[src/rtl/mem_map_pkg.sv]
// Shared address-map, access-size and read-source definitions for the core's
// data-side memory responder and the controller that drives it.
package mem_map_pkg;

   localparam logic [3:0] REG_DMEM = 4'b0001;
   localparam logic [3:0] REG_IMEM = 4'b0010;
   localparam logic [3:0] REG_BOTH = 4'b0011;
   localparam logic [3:0] REG_BIOS = 4'b0100;
   localparam logic [3:0] REG_MMIO = 4'b1000;

   localparam logic [1:0] SIZE_SB = 2'd0;
   localparam logic [1:0] SIZE_SH = 2'd1;
   localparam logic [1:0] SIZE_SW = 2'd2;
   localparam logic [1:0] SIZE_LD = 2'd3;

   localparam logic [31:0] MMIO_STATUS = 32'h8000_0000;
   localparam logic [31:0] MMIO_RX     = 32'h8000_0004;
   localparam logic [31:0] MMIO_TX     = 32'h8000_0008;
   localparam logic [31:0] MMIO_CYCLE  = 32'h8000_0010;
   localparam logic [31:0] MMIO_INST   = 32'h8000_0014;
   localparam logic [31:0] MMIO_CLR    = 32'h8000_0018;

   typedef enum logic [1:0] {
      RD_ZERO = 2'd0,
      RD_DMEM = 2'd1,
      RD_BIOS = 2'd2,
      RD_MMIO = 2'd3
   } rd_src_e;

   // IMEM is write-only, so the DMEM+IMEM alias reads back from DMEM.
   function automatic rd_src_e region_rd_src(input logic [3:0] region);
      case (region)
         REG_DMEM, REG_BOTH: return RD_DMEM;
         REG_BIOS:           return RD_BIOS;
         REG_MMIO:           return RD_MMIO;
         default:            return RD_ZERO;
      endcase
   endfunction

endpackage

[src/rtl/store_mask_gen.sv]
// Byte write-enable and lane-replicated store data for SB/SH/SW accesses.
// Misaligned halfword/word stores produce an all-zero mask.
module store_mask_gen
   import mem_map_pkg::*;
(
   input  logic [1:0]  size_sel,
   input  logic [1:0]  byte_off,
   input  logic [31:0] wdata,
   output logic [3:0]  we,
   output logic [31:0] din
);

   always_comb begin
      we  = 4'b0000;
      din = wdata;
      case (size_sel)
         SIZE_SB: begin
            we  = 4'b0001 << byte_off;
            din = {4{wdata[7:0]}};
         end
         SIZE_SH: begin
            we  = byte_off[0] ? 4'b0000 : (byte_off[1] ? 4'b1100 : 4'b0011);
            din = {2{wdata[15:0]}};
         end
         SIZE_SW: begin
            we  = (byte_off == 2'b00) ? 4'b1111 : 4'b0000;
            din = wdata;
         end
         default: begin
            we  = 4'b0000;
            din = wdata;
         end
      endcase
   end

endmodule

[src/rtl/mem_access_responder.sv]
// Data-side memory responder: region decode, store masks, registered read-source
// select for MEM/WB, and the MMIO block (UART handshakes and event counters).
module mem_access_responder
   import mem_map_pkg::*;
#(
   parameter int DMEM_AW = 14,
   parameter int IMEM_AW = 14,
   parameter int BIOS_AW = 12
) (
   input  logic               clk,
   input  logic               rst,
   input  logic               mem_en,
   input  logic [1:0]         size_sel,
   input  logic [31:0]        addr,
   input  logic [31:0]        wdata,
   input  logic               inst_retire,
   output logic [DMEM_AW-1:0] dmem_addr,
   output logic [3:0]         dmem_we,
   output logic [31:0]        dmem_din,
   input  logic [31:0]        dmem_dout,
   output logic [IMEM_AW-1:0] imem_addr,
   output logic [3:0]         imem_we,
   output logic [BIOS_AW-1:0] bios_addr,
   input  logic [31:0]        bios_dout,
   output logic [7:0]         tx_data,
   output logic               tx_valid,
   input  logic               tx_ready,
   input  logic [7:0]         rx_data,
   input  logic               rx_valid,
   output logic               rx_ready,
   output logic [31:0]        rdata
);

   logic [3:0]  region;
   logic        is_load;
   logic        is_store;
   logic [3:0]  mask;
   logic        wr_ok;
   logic        tx_wr;
   logic        cnt_clr;
   logic [31:0] cycle_cnt;
   logic [31:0] inst_cnt;
   logic [31:0] mmio_rd;
   rd_src_e     rd_src_nxt;
   rd_src_e     rd_src_p1;
   logic [31:0] mmio_q_p1;

   assign region   = addr[31:28];
   assign is_load  = mem_en & (size_sel == SIZE_LD) & ~rst;
   assign is_store = mem_en & (size_sel != SIZE_LD) & ~rst;

   store_mask_gen u_store_mask_gen (
      .size_sel (size_sel),
      .byte_off (addr[1:0]),
      .wdata    (wdata),
      .we       (mask),
      .din      (dmem_din)
   );

   // A zero mask marks a misaligned store: it must not touch memory or MMIO state.
   assign wr_ok   = is_store & (|mask);
   assign dmem_we = (wr_ok && (region == REG_DMEM || region == REG_BOTH)) ? mask : 4'b0000;
   assign imem_we = (wr_ok && (region == REG_IMEM || region == REG_BOTH)) ? mask : 4'b0000;

   assign dmem_addr = addr[DMEM_AW+1:2];
   assign imem_addr = addr[IMEM_AW+1:2];
   assign bios_addr = addr[BIOS_AW+1:2];

   assign tx_wr    = wr_ok & (addr == MMIO_TX) & ~tx_valid;
   assign cnt_clr  = wr_ok & (addr == MMIO_CLR);
   assign rx_ready = is_load & (addr == MMIO_RX) & rx_valid;

   always_comb begin
      mmio_rd    = 32'h0;
      rd_src_nxt = RD_ZERO;
      if (is_load) begin
         rd_src_nxt = region_rd_src(region);
         case (addr)
            MMIO_STATUS: mmio_rd = {30'b0, rx_valid, ~tx_valid};
            MMIO_RX:     mmio_rd = rx_valid ? {24'b0, rx_data} : 32'h0;
            MMIO_CYCLE:  mmio_rd = cycle_cnt;
            MMIO_INST:   mmio_rd = inst_cnt;
            default:     mmio_rd = 32'h0;
         endcase
      end
   end

   // EX -> MEM/WB boundary: read source and MMIO read value
   always_ff @(posedge clk) begin
      if (rst) begin
         rd_src_p1 <= RD_ZERO;
         mmio_q_p1 <= 32'h0;
      end else begin
         rd_src_p1 <= rd_src_nxt;
         mmio_q_p1 <= mmio_rd;
      end
   end

   always_comb begin
      case (rd_src_p1)
         RD_DMEM: rdata = dmem_dout;
         RD_BIOS: rdata = bios_dout;
         RD_MMIO: rdata = mmio_q_p1;
         default: rdata = 32'h0;
      endcase
   end

   // Handshake takes priority; a write arriving while a byte is pending is dropped.
   always_ff @(posedge clk) begin
      if (rst) begin
         tx_valid <= 1'b0;
         tx_data  <= 8'h00;
      end else if (tx_valid && tx_ready) begin
         tx_valid <= 1'b0;
      end else if (tx_wr) begin
         tx_valid <= 1'b1;
         tx_data  <= wdata[7:0];
      end
   end

   always_ff @(posedge clk) begin
      if (rst || cnt_clr) begin
         cycle_cnt <= 32'h0;
         inst_cnt  <= 32'h0;
      end else begin
         cycle_cnt <= cycle_cnt + 32'd1;
         inst_cnt  <= inst_cnt + {31'b0, inst_retire};
      end
   end

endmodule
[config.mk]
export PLATFORM = sky130hd
export DESIGN_NAME = mem_access_responder
export DESIGN_NICKNAME = d
export VERILOG_FILES = /design/src/rtl/mem_map_pkg.sv /design/src/rtl/store_mask_gen.sv /design/src/rtl/mem_access_responder.sv
export SDC_FILE = /design/constraint.sdc
export NUM_CORES = 1
export LEC_CHECK = 0
export CAP_MARGIN = 25
export CORE_ASPECT_RATIO = 1.1
export CORE_MARGIN = 2
export CORE_UTILIZATION = 43
export DETAILED_ROUTE_END_ITERATION = 7
export GPL_ROUTABILITY_DRIVEN = 0
export HOLD_SLACK_MARGIN = 0.08
export PLACE_DENSITY = 0.91
export RECOVER_POWER = 25
export SLEW_MARGIN = 30
export SYNTH_ARGS = -nofsm -noshare
export SYNTH_HDL_FRONTEND = slang
export SYNTH_SLANG_ARGS = --single-unit
[constraint.sdc]
create_clock -name clk -period 2.2 [get_ports clk]
set_input_delay 0.33 -clock clk [delete_from_list [all_inputs] [get_ports clk]]
set_output_delay 0.33 -clock clk [all_outputs]
set_load 0.02 [all_outputs]
==> metrics.md <==
| Metric | Value |
|---|---|
| Synth warn | 0 |
| Final WL | approximately 22 mm |
| Crit. End Element | output port |
| CP required | 1.87 ns |
| Seq cells post-synth | between 100 and 150 |
| Remaining DRCs | 0 |
| Hold Path Cell Cnt | 2 |
| Worst clock skew | about 0.010 ns |
| Crit path max fanout | 4 |
| Post-Syn Area | ~0.0062 sq mm |
| DP HPWL | between 15 and 20 mm |
| Max-cap violation count | 0 |
| FF-to-FF End | inst_cnt[30] |
| DP Cell Count | ~1,100 |
| Top delay family on crit path | buffers and inverters |
| Routed vias/inst | around 5.3 |
| Run status | finished, violations left |
| Max VDD drop | approximately 0.00044 V |
| Hold Violations, Final | 0 |
| Clock tree root buffer cell | clkbuf_16 |
| Max Buffers Root-to-Sink | 2 |
| CTS tree | built |
| Crit-path cells | clkdlybuf4s50_1 -> nor2b_1 -> buf_4 -> o21a_1 -> nor3b_4 -> nand2_2 -> nor2_1 -> buf_4 |
| Final WS setup | -0.01468 ns |
| Slowest stage cell on the critical path | clkdlybuf4s50_1 |
| Crit-path max cell delay | roughly 0.44 ns |
| CTS clock-pin slew for the worst setup and hold paths | 0.07 ns |
| Max Fclk | between 0.4 and 0.5 GHz |
| Via count | 6,065 |
| Least-Margin Pin Slew | 0.5420 ns |
| Clock sink count | approximately 110 |
| Layer with the highest usage | met2 |
| Die Wd | approximately 120 um |
| Num CTS Buffers | 9 |
| Cells after Synth | 697 |
| Worst reg2reg setup slack | roughly 0.27 ns |
| Hold path start | tx_data[7] |
| First drt pass iteration count | 5 |
| Power Dens Cells | about 470 mW/mm^2 |
| Port bufs | about 270 |
| Largest net degree at the start of global routing | 33 |
| Failing checks | negative setup slack |
| Nets@finish | approximately 1,100 |
| Setup tns final | -0.01468 ns |
| Final Max Tran Viols | 0 |
| Crit path kind | input port to output port |
| Die Height | between 100 and 150 um |
| Met3 GRT Util | 6.426% |
| Pleak | about 3.7 nW |
| Worst slew margin | ~64% |
| First-pass GRT wire length | roughly 33 mm |
| Die ar. | 0.01533 sq mm |
| Worst r2r path cells | 5 |
| Antenna Nets Post-Route | 0 |
| Post-route cell area | about 0.0094 sq mm |
| # IOs | 266 |
| RSZ-0062 raised after global routing | true |
| Row count | 45 |
| Starting Density | between 40 and 50% |
| Hold WC Path Type | flop to flop |
| Total core area | 0.01391 sq mm |
| Async set-reset flop share out of synthesis | 0% |
| Top FF cell, synth | dfxtp_1 |
| Global-route track usage on met2 | 48.04% |
| Layout area overhead | 52.62% |
| Crit-path most repeated cell | buf_4 |
| Final setup viols | 1 |
| Gr ovfl total | 0 |
| CP bufs+invs | 3 |
| Placed instance area | a little over 0.009 sq mm |
| Crit path DAT | 1.88 ns |
| Syn_area_per_cell | about 9 sq um |
| Wire length per cell | around 19 um |
| Critical register-to-register path startpoint | inst_cnt[15] |
| Vias in the first global route | 5,973 |
| CP startpoint kind | input port |
| Post-synth EDFFs | 0 |
| Total GRT Usage | between 20% and 30% |
| GRT met1 Usage | between 30% and 40% |
| Post-synthesis cell type count | 44 |
| Worst skew pair latency | about 0.35 ns |
| Non-Filler Instances | 1,147 |
| Synthesized net count | between 800 and 900 |
| Sequential share of the synthesized area | about a third |
| Share of cells above drive strength 1 | about a fifth |
| Crit path time final | about 2.2 ns |
| 1st-iter DRT viols | between 300 and 400 |
| Initial antenna violation count | 1 |
| H-tree Lvls | 3 |
| Final period util | 100.7% |
| Hold EP | tx_data[7] |
==> logic make-up (layout without fill, tap and decap cells) <==
family	Yosys count	in the layout	share of synthesized area (%)
xor+xnor	55	55	7.806
other cells	0	1	0
mux	97	97	16.71
fa+ha+maj	3	3	0.6083
buf+inv	107	368	9.955
compound gates	73	73	8.617
simple gates	255	255	21.59
flops	107	107	34.71
==> synth_stat cells, drive strengths merged (9+ instances only) <==
library cell | count | area [sq um]
xnor2 | 33 | 289.0
mux2i | 49 | 490.5
or3 | 9 | 56.30
nor4 | 12 | 126.4
nor2 | 119 | 451.7
a21oi | 10 | 50.05
buf | 64 | 452.9
inv | 18 | 67.56
mux2 | 48 | 540.5
nor3 | 15 | 130.1
nand3 | 25 | 130.1
o21ai | 17 | 85.08
nand2 | 33 | 123.9
clkbuf | 25 | 93.84
xor2 | 22 | 192.7
dfxtp | 107 | 2142
a22o | 32 | 280.3
nand4 | 17 | 127.6
==> metrics by stage <==
step,power [W],setup slack (ns),hold WS [ns],utilization [%]
2_1_floorplan,0.002369,0.3479,0.4062,-
3_3_place_gp,0.002856,-0.5846,0.4667,65.16
3_5_place_dp,0.002870,-0.5735,0.4842,65.16
4_1_cts,0.004444,-0.1749,0.5014,67.17
5_1_grt,0.004572,-0.1135,0.5126,67.72
6_report,0.004458,-0.01468,0.4977,67.72
==> flip-flops by register name, indices dropped and copies added (netlist names) <==
signal     cells
cycle_cnt     32
rd_src_p1      2
inst_cnt      32
tx_data        8
mmio_q_p1     32
tx_valid       1
==> worst max path at each step <==
stage                      startpoint          to  slack [ns]  depth (start not counted)
after floorplan           size_sel[0]  imem_we[0]        0.35                          6
after global placement        addr[7]    rx_ready       -0.58                          6
after detailed placement      addr[7]    rx_ready       -0.57                          6
after CTS                     addr[7]    rx_ready       -0.17                          6
after global routing           mem_en  imem_we[2]       -0.11                          8
final                          mem_en  imem_we[2]       -0.01                          8
==> worst reg2reg max path, stage by stage, from the launching register on <==
cell and delay, ns:
dfxtp_1 0.43, and4_1 0.30, and3_1 0.26, nand4_1 0.31
or3_1 0.41, a21oi_1 0.15
==> report_power, final <==
| group | switching, W | total [W] | leakage, nW | internal, W |
|---|---|---|---|---|
| registers | 0.00000752 | 0.00195 | 0.863 | 0.00194 |
| logic | 0.000376 | 0.000871 | 2.71 | 0.000495 |
| clock network | 0.000721 | 0.00163 | 0.153 | 0.000914 |
| total | 0.00110 | 0.00446 | 3.73 | 0.00335 |
==> metal layers <==
layer	wire length, um	vias up
met2	10830	215
met5	0	-
met3	1529	43
met4	666	0
met1	8828	2913
li1	-	2894
==> timing repair <==
item,in CTS,in global routing
endpoints found under the hold margin,0,0
gates cloned,1,0
gates resized for setup,106,35
endpoints found under the setup margin,60,29
pin swaps,1,9
setup buffers,1,1
hold buffers,0,0
==> placed cells by master, fill, tap and decap left out, types with 6 or more instances in the layout <==
cell | netlist | routed
nor2_2 | 2 | 7
or3_1 | 9 | 9
dfxtp_1 | 107 | 106
a21oi_1 | 10 | 9
mux2i_1 | 49 | 49
o21ai_0 | 17 | 17
dlygate4sd3_1 | 0 | 12
nand2_1 | 33 | 31
nand3_1 | 24 | 24
and3_1 | 8 | 7
o2bb2ai_1 | 6 | 6
xor2_1 | 22 | 22
inv_1 | 18 | 18
mux2_2 | 48 | 48
nor3_2 | 11 | 12
clkdlybuf4s15_1 | 0 | 9
dlygate4sd2_1 | 0 | 39
clkbuf_16 | 0 | 9
a22o_1 | 32 | 32
xnor2_1 | 33 | 33
buf_4 | 49 | 68
nor2_1 | 117 | 112
nand4_1 | 15 | 15
and4_1 | 6 | 6
clkdlybuf4s50_1 | 0 | 182
==> final cells by class <==
class | count | area (sq um)
Fill cell | 996 | 4489
Clock inverter | 6 | 62.56
Clock buffer | 10 | 239.0
Multi-Input combinational cell | 483 | 3492
Inverter | 18 | 67.56
Antenna cell | 1 | 2.502
Timing Repair Buffer | 334 | 3176
Sequential cell | 107 | 2143
Tap cell | 188 | 235.2
No activity file was read; power rests on OpenSTA's default activity.
